`src/rtl/conv3x3_mac.sv`:
```
// -----------------------------------------------------------------------------
// conv3x3_mac
// Pipelined 3x3 convolution stage fed by a 3x3 sliding-window generator.
// Each accepted window beat is multiplied by a loaded signed 3x3 kernel,
// summed with a signed bias, shifted down, and clamped to an 8-bit unsigned
// pixel (ReLU plus saturation). Windows that straddle a row boundary, which
// are the first two beats of every row, are dropped using an internal
// column counter.
//
// Parameters
//   IMG_WIDTH   pixels per image row (period of the column counter)
//   SHIFT       arithmetic right shift applied before clamping (0..15)
//
// Ports
//   clk          rising-edge clock
//   rst          asynchronous active-high reset
//   frame_start  forces the column count to 0 for the beat in this cycle
//   in_valid     window_in carries a window this cycle
//   window_in    nine unsigned 8-bit pixels, element k at [8k+7:8k]
//   wt_load      write strobe for one kernel coefficient (k order 0..8)
//   wt_data      signed 8-bit coefficient
//   bias_we      write strobe for bias_in
//   bias_in      signed 16-bit bias at accumulator scale
//   wt_ready     all 9 coefficients loaded; beats accepted only while 1
//   out_valid    pix_out holds a result (one cycle per result)
//   pix_out      unsigned 8-bit result, held while out_valid is 0
//   out_last     with out_valid, last result of a row
//
// Pipeline: S1 products, S2 three partial sums, S3 final sum plus bias,
// S4 shift and clamp into the output registers. No backpressure.
// -----------------------------------------------------------------------------
module conv3x3_mac #(
   parameter int IMG_WIDTH = 128,
   parameter int SHIFT     = 0
) (
   input  logic        clk,
   input  logic        rst,
   input  logic        frame_start,
   input  logic        in_valid,
   input  logic [71:0] window_in,
   input  logic        wt_load,
   input  logic [7:0]  wt_data,
   input  logic        bias_we,
   input  logic [15:0] bias_in,
   output logic        wt_ready,
   output logic        out_valid,
   output logic [7:0]  pix_out,
   output logic        out_last
);

   localparam int CW = (IMG_WIDTH > 2) ? $clog2(IMG_WIDTH) : 1;
   localparam logic [CW-1:0] COL_LAST = CW'(IMG_WIDTH - 1);

   // {0,pixel} as 9-bit signed times a signed coefficient; exact in 17 bits.
   function automatic logic signed [16:0] px_mul(input logic [7:0] px,
                                                 input logic signed [7:0] c);
      logic signed [8:0] px_s;
      px_s   = $signed({1'b0, px});
      px_mul = 17'(px_s) * 17'(c);
   endfunction

   // ReLU plus saturation to an unsigned 8-bit pixel.
   function automatic logic [7:0] relu_sat(input logic signed [21:0] s);
      if (s < 22'sd0) begin
         relu_sat = 8'd0;
      end else if (s > 22'sd255) begin
         relu_sat = 8'd255;
      end else begin
         relu_sat = s[7:0];
      end
   endfunction

   // Kernel storage and load state
   logic signed [7:0]  coeff_r [0:8];
   logic [3:0]         idx_r;
   logic               wt_ready_r;
   logic signed [15:0] bias_r;

   // Column tracking
   logic [CW-1:0] col_r;
   logic [CW-1:0] col_cur_s;
   logic [CW-1:0] col_next_s;
   logic          accept_s;
   logic          keep_s;

   // Pipeline registers
   logic signed [16:0] prod_r [0:8];
   logic signed [15:0] bias1_r;
   logic               v1_r;
   logic               last1_r;
   logic signed [18:0] psum_r [0:2];
   logic signed [15:0] bias2_r;
   logic               v2_r;
   logic               last2_r;
   logic signed [21:0] acc_r;
   logic               v3_r;
   logic               last3_r;
   logic signed [21:0] shifted_s;

   logic               out_valid_r;
   logic [7:0]         pix_out_r;
   logic               out_last_r;

   // Beat acceptance and column bookkeeping; wt_load wins over a beat.
   always_comb begin
      accept_s   = in_valid & wt_ready_r & ~wt_load;
      col_cur_s  = frame_start ? {CW{1'b0}} : col_r;
      if (col_cur_s == COL_LAST) begin
         col_next_s = {CW{1'b0}};
      end else begin
         col_next_s = col_cur_s + CW'(1);
      end
      // Counts 0 and 1 are windows that wrap across the previous row.
      keep_s     = accept_s & (32'(col_cur_s) >= 32'd2);
      shifted_s  = acc_r >>> SHIFT;
   end

   // Coefficient writes; the 9th write arms wt_ready and wraps the index.
   always_ff @(posedge clk or posedge rst) begin
      if (rst) begin
         for (int k = 0; k < 9; k++) begin
            coeff_r[k] <= 8'sd0;
         end
         idx_r      <= 4'd0;
         wt_ready_r <= 1'b0;
      end else if (wt_load) begin
         coeff_r[idx_r] <= wt_data;
         if (idx_r == 4'd8) begin
            idx_r      <= 4'd0;
            wt_ready_r <= 1'b1;
         end else begin
            idx_r      <= idx_r + 4'd1;
            wt_ready_r <= 1'b0;
         end
      end else begin
         idx_r      <= idx_r;
         wt_ready_r <= wt_ready_r;
      end
   end

   // Bias register.
   always_ff @(posedge clk or posedge rst) begin
      if (rst) begin
         bias_r <= 16'sd0;
      end else if (bias_we) begin
         bias_r <= bias_in;
      end else begin
         bias_r <= bias_r;
      end
   end

   // Column counter: advances only on accepted beats, frame_start rezeros it.
   always_ff @(posedge clk or posedge rst) begin
      if (rst) begin
         col_r <= {CW{1'b0}};
      end else if (accept_s) begin
         col_r <= col_next_s;
      end else if (frame_start) begin
         col_r <= {CW{1'b0}};
      end else begin
         col_r <= col_r;
      end
   end

   // S1: products and tags; kernel and bias are sampled here so a later
   // reload cannot disturb beats already in the pipe.
   always_ff @(posedge clk or posedge rst) begin
      if (rst) begin
         for (int k = 0; k < 9; k++) begin
            prod_r[k] <= 17'sd0;
         end
         bias1_r <= 16'sd0;
         v1_r    <= 1'b0;
         last1_r <= 1'b0;
      end else begin
         for (int k = 0; k < 9; k++) begin
            prod_r[k] <= px_mul(window_in[8*k +: 8], coeff_r[k]);
         end
         bias1_r <= bias_r;
         v1_r    <= keep_s;
         last1_r <= keep_s & (col_cur_s == COL_LAST);
      end
   end

   // S2: one partial sum per kernel row.
   always_ff @(posedge clk or posedge rst) begin
      if (rst) begin
         for (int j = 0; j < 3; j++) begin
            psum_r[j] <= 19'sd0;
         end
         bias2_r <= 16'sd0;
         v2_r    <= 1'b0;
         last2_r <= 1'b0;
      end else begin
         for (int j = 0; j < 3; j++) begin
            psum_r[j] <= 19'(prod_r[3*j]) + 19'(prod_r[3*j+1]) + 19'(prod_r[3*j+2]);
         end
         bias2_r <= bias1_r;
         v2_r    <= v1_r;
         last2_r <= last1_r;
      end
   end

   // S3: final sum plus sign-extended bias.
   always_ff @(posedge clk or posedge rst) begin
      if (rst) begin
         acc_r   <= 22'sd0;
         v3_r    <= 1'b0;
         last3_r <= 1'b0;
      end else begin
         acc_r   <= 22'(psum_r[0]) + 22'(psum_r[1]) + 22'(psum_r[2]) + 22'(bias2_r);
         v3_r    <= v2_r;
         last3_r <= last2_r;
      end
   end

   // S4: shift, clamp and register outputs; pix_out holds between results.
   always_ff @(posedge clk or posedge rst) begin
      if (rst) begin
         out_valid_r <= 1'b0;
         out_last_r  <= 1'b0;
         pix_out_r   <= 8'd0;
      end else begin
         out_valid_r <= v3_r;
         out_last_r  <= v3_r & last3_r;
         if (v3_r) begin
            pix_out_r <= relu_sat(shifted_s);
         end else begin
            pix_out_r <= pix_out_r;
         end
      end
   end

   assign wt_ready  = wt_ready_r;
   assign out_valid = out_valid_r;
   assign pix_out   = pix_out_r;
   assign out_last  = out_last_r;

endmodule
```
`config.mk`:
```
export PLATFORM = sky130hd
export DESIGN_NAME = conv3x3_mac
export DESIGN_NICKNAME = d
export VERILOG_FILES = /design/src/rtl/conv3x3_mac.sv
export SDC_FILE = /design/constraint.sdc
export NUM_CORES = 2
export LEC_CHECK = 0
export ABC_AREA = 0
export CORE_ASPECT_RATIO = 1.25
export CORE_UTILIZATION = 55
export CTS_BUF_LIST = sky130_fd_sc_hd__clkbuf_4
export CTS_CLUSTER_SIZE = 20
export DETAILED_ROUTE_END_ITERATION = 7
export PLACE_DENSITY = 0.83
export SYNTH_ARGS = -nofsm -noshare
export SYNTH_HDL_FRONTEND = slang
export SYNTH_SLANG_ARGS = --single-unit
```
`constraint.sdc`:
```
create_clock -name clk -period 11.32 [get_ports clk]
set_clock_uncertainty 0.1 [all_clocks]
set_input_delay 1.132 -clock clk [delete_from_list [all_inputs] [get_ports clk]]
set_output_delay 1.132 -clock clk [all_outputs]
set_load 0.01 [all_outputs]
```
# ---- Word level (Yosys, flattened, before mapping)
# Index checks and enable logic that the tools add are counted.
dict set report word_totals {
  regBits 380
  inputBits 102
  wordCells 82
}
dict set report classes {
  add_sub_neg 11
  mul 9
  n_lt_le_gt_ge 5
  n_eq_ne 2
  mux 10
  n_bitwise 7
  reduce_logical 1
}
# operator count
set ops {}
lappend ops {{$mul A9 B8 Y17} 9}
lappend ops {{$bwmux W72} 1}
lappend ops {{$add A18 B17 Y19} 3}
lappend ops {{$add A17 B17 Y18} 3}
lappend ops {{$demux W8 S4} 1}
lappend ops {{$mux W8} 3}
lappend ops {{$add A21 B16 Y22} 1}
lappend ops {{$gt A22 B9 Y1 const B} 1}
lappend ops {{$lt A22 B1 Y1 const B} 1}
lappend ops {{$add A20 B19 Y21} 1}
lappend ops {{$mux W7} 3}
lappend ops {{$add A19 B19 Y20} 1}
lappend ops {{$add A7 B1 Y7 const B} 1}
lappend ops {{$eq A7 B7 Y1 const B} 1}
lappend ops {{$ge A7 B2 Y1 const B} 1}
lappend ops {{$and A1 B1 Y1} 5}
lappend ops {{$ge A5 B5 Y1 const B} 1}
lappend ops {{$lt A5 B1 Y1 const B} 1}
lappend ops {{$not A4 Y5} 1}
lappend ops {{$add A4 B1 Y4 const B} 1}
lappend ops {{$eq A4 B4 Y1 const B} 1}
lappend ops {{$mux W4} 1}
lappend ops {{$logic_and A1 B1 Y1} 1}
lappend ops {{$mux W1} 1}
lappend ops {{$not A1 Y1} 1}

# ---- Depth between registers and ports, before layout
dict set report depth {
  word_depth 6
  depth_mapped 19
  depth_no_buf 19
}

# ---- Least setup slack after synthesis
# OpenSTA, ideal clock, no wires.
dict set report synth_path {
  path_kind {input port to flip-flop}
  startpoint {input port window_in[29]}
  endpoint {register prod_r[101] (netlist name)}
  setup_time_ps 124
  arrival_ps 5099
  required_ps 11096
  slack_ps 5997
  path_stages 17
  path_cell_list {and2_1 > fa_1 > inv_1 > fa_1 > inv_1 > fa_1 > inv_1 > fa_1 > inv_1 > ha_1 > o21a_1 > o31a_1 > o211ai_1 > a21oi_1 > a2111oi_1 > a21oi_1 > xnor2_1}
}
dict set report synth_between {
  elab_chain_len 1
}
# element line
set synth_rtl {}
lappend synth_rtl {{from (decl)} 40} ;# input logic [71:0] window_in,
lappend synth_rtl {{$mul A9 B8 Y17} 59} ;# px_mul = 17'(px_s) * 17'(c);
lappend synth_rtl {{to (signal, indexed assignment)} 177} ;# prod_r[k] <= px_mul(window_in[8*k +: 8], coeff_r[k]);
lappend synth_rtl {{to (decl)} 87} ;# logic signed [16:0] prod_r [0:8];
# No other way between the ends.
# A chain may end at the register's enable or synchronous reset.

# ---- Worst setup path in the final report
dict set report layout_path {
  startpoint {input port window_in[67]}
  endpoint {register prod_r[16] (netlist name)}
}
# Same word-level chain as after synthesis.

==> summary.txt <==
Asr flop ratio synth = 100%
Setup crit start kind = input port
Flop-to-flop setup slack = 6270 ps
Top Layer Used = met5
DRC viols = 0
WL/cell = 16.8 µm
Worst-Margin Slew = 1160 ps
Post-Syn Nets = 4439
Final Slew Violations = 0
Post-synth EDFFs = 0
HPWL after DPL = 61800 µm
Placed insts = 4399
Met1 WL = 31200 µm
Hold endpoint = bias2_r[13]$_DFF_PP0_
Synthesis warning total = 0
Status = completed
Post-layout nets = 4646
Cts bufs inserted = 100
Fin. Hold Viols = 0
Initial Utilization = 55.6%
Min-delay src = bias1_r[13]$_DFF_PP0_
Row cnt = 104
Tcrit/Tclk final = 47.6%
Max cap viols = 0
Hold path cells = 0
Filler Cells Inserted = 5232
Number of nets with antenna violations after routing = 0
H-tree levels = 3
Worst R2R Path Depth = 16
Crit Reg-Reg Startpoint = coeff_r[55]$_DFFE_PP0P_
Hold/Removal Path Class = reg -> reg
Met3 routed WL = 3680 µm
CTS tree = done
Crit path required time = 11900 ps
DR vias/cell = 5.34
Syn Inst Count = 3446
Max clock buf depth = 3
Final Non-Filler Cells = 4574
CP Capture Type = register
Crit Path Category = in -> reg
Share of the synthesized area in the top cell type = 26.5%
Design area = 39400 µm²
Commonest non-fill, non-tap cells in the layout = inv_1, ha_1, fa_1
Clock transition at path regs = 60 ps
Post-synthesis average cell area = 10.4 µm²
Layout cells sized above 1 = 6.96%
F_max = 0.186 GHz
Final setup fails = 0
Max_slew headroom = 22.6%
Via Count = 24400
Primary FF master, synth = dfrtp_1
Seq/Total Area, Yosys = 26.5%
WP data arrival = 5960 ps
Pre-antenna DRT Iters = 5
Area Overhead vs Synth = 9.60%
Skew-Pair Late Insertion Delay = 810 ps
Largest net degree at the start of global routing = 180
Setup TNS = 0 ps
Mapped cell area = 35900 µm²
Drt total wl = 76800 µm
RR Endpoint = prod_r[118]$_DFF_PP0_
Initial antenna violation count = 6
RSZ-0062 raised after global routing = no
Crit Path Max Fanout = 8
Placed Area = 38100 µm²
Most common cell after layout, fill and taps aside = inv_1
Post-route minimum period = 5390 ps
Total I/O pin count = 113
Placer Congestion = 0.896
Hold buffers post-CTS = 0
Global Route Usage Sum = 24.6%
Yosys top cell by area = dfrtp_1
Yosys reg bits = 380
Chip Width = 231 µm
CTS Sinks = 380
Synth area leaders = dfrtp_1, fa_1, ha_1, and2_1, inv_1
Synth cell types = 64
Setup Buffers After CTS = 0
Vias in the first global route = 26000
Number of DRC markers in iteration 0 = 1033
First-pass GRT wire length = 130000 µm
Remaining global-route overflow = 0
Core area = 64500 µm²
Die height = 288 µm
CTS root buf = clkbuf_4
Met2 routed WL = 39600 µm
Die area = 66300 µm²
I/O Buffers = 112
Post-CTS Resized = 0
[state kept, by name, indices dropped and copies added, names as in the netlist, 4 cells and up]
| register | cells |
|---|---|
| acc_r | 22 |
| bias1_r | 16 |
| bias2_r | 16 |
| bias_r | 16 |
| coeff_r | 72 |
| col_r | 7 |
| idx_r | 4 |
| pix_out | 8 |
| prod_r | 153 |
| psum_r | 57 |
[metal layers]
| metal | GRT usage [%] | vias up |
|---|---|---|
| met5 | 0 | - |
| met4 | 9.16 | 6 |
| met3 | 3.16 | 151 |
| met2 | 43.6 | 566 |
| met1 | 30.7 | 12200 |
| li1 | - | 11500 |
[cell type report]
type                       instances  area, µm²  area share, %
sequential                       380       9510           24.2
inverter                         602       2260           5.75
timing repair buffer             119       1190           3.01
clock buffer                     137       1030           2.61
tap                              848       1060           2.70
multi-input combinational       2450      24100           61.2
antenna                            4       10.0         0.0254
clock inverter                    34        210          0.534
[cells by family (layout without fill, tap and decap cells)]
logic type	count (synthesis)	count (layout)	share of synthesized area (%)
xor+xnor	147	147	3.59
mux	95	95	2.98
other cells	0	4	0
simple gates	955	955	14.0
buf+inv	616	892	6.44
compound gates	362	362	6.55
flops	380	380	26.5
fa+ha+maj	891	891	39.9
[metrics by stage]
stage               utilization (%)  hold slack (ps)  setup WS (ps)
floorplan                         -              231           4980
global placement               59.0              233           5240
detailed placement             59.0              235           5170
CTS                            61.0              245           6040
global route                   61.0              248           5690
finish                         61.0              241           5930
[worst max-delay path by stage]
| stage | cells after the start | slack, ps | to | from |
|---|---|---|---|---|
| after CTS | 17 | 6040 | prod_r[152]$_DFF_PP0_ | window_in[7] |
| after floorplan | 1 | 4980 | acc_r[0]$_DFF_PP0_ | rst |
| after global routing | 17 | 5690 | prod_r[152]$_DFF_PP0_ | window_in[7] |
| after detailed placement | 16 | 5170 | prod_r[134]$_DFF_PP0_ | window_in[8] |
| after global placement | 16 | 5240 | prod_r[134]$_DFF_PP0_ | window_in[8] |
| final | 19 | 5930 | prod_r[16]$_DFF_PP0_ | window_in[67] |
[cell usage after synthesis, types with 3 or more instances]
cell type	instances
a21oi_1	124
inv_1	601
nand2b_1	46
dfrtp_1	380
o2111ai_1	3
a2111oi_1	3
o21bai_1	8
o21ai_0	65
nand2_1	204
xnor2_1	127
o21a_1	44
nor3_1	30
xor2_1	20
nand3_1	29
nand4_1	8
fa_1	426
o311ai_0	5
nor2b_1	37
a211oi_1	9
and2_1	376
nand4b_1	4
a211o_1	3
or3_1	11
or2_2	5
nor4_1	12
a2111oi_0	7
o31ai_1	3
o211ai_1	8
clkbuf_1	13
o31a_1	10
a21boi_0	6
nor3b_2	4
nand3b_1	3
o41ai_1	8
nor2_1	164
a31oi_1	6
ha_1	465
mux2_2	94
a21o_1	25
and3_1	14
o221ai_1	4
and4_1	4
[worst max-delay path: stages]
cell and delay [ps]:
clkdlybuf4s50_1 580, and2_1 250, ha_1 270, inv_1 50
fa_1 510, inv_1 50, ha_1 260, inv_1 50
fa_1 480, inv_1 50, ha_1 210, fa_1 480
a21oi_1 210, o21ai_0 210, nor4_1 280, nor3_1 140
a211oi_1 370, a21oi_1 140, xnor2_1 240
Power is not shown: default switching activity piles up to over one toggle a cycle in this logic, so the estimate is an artifact.
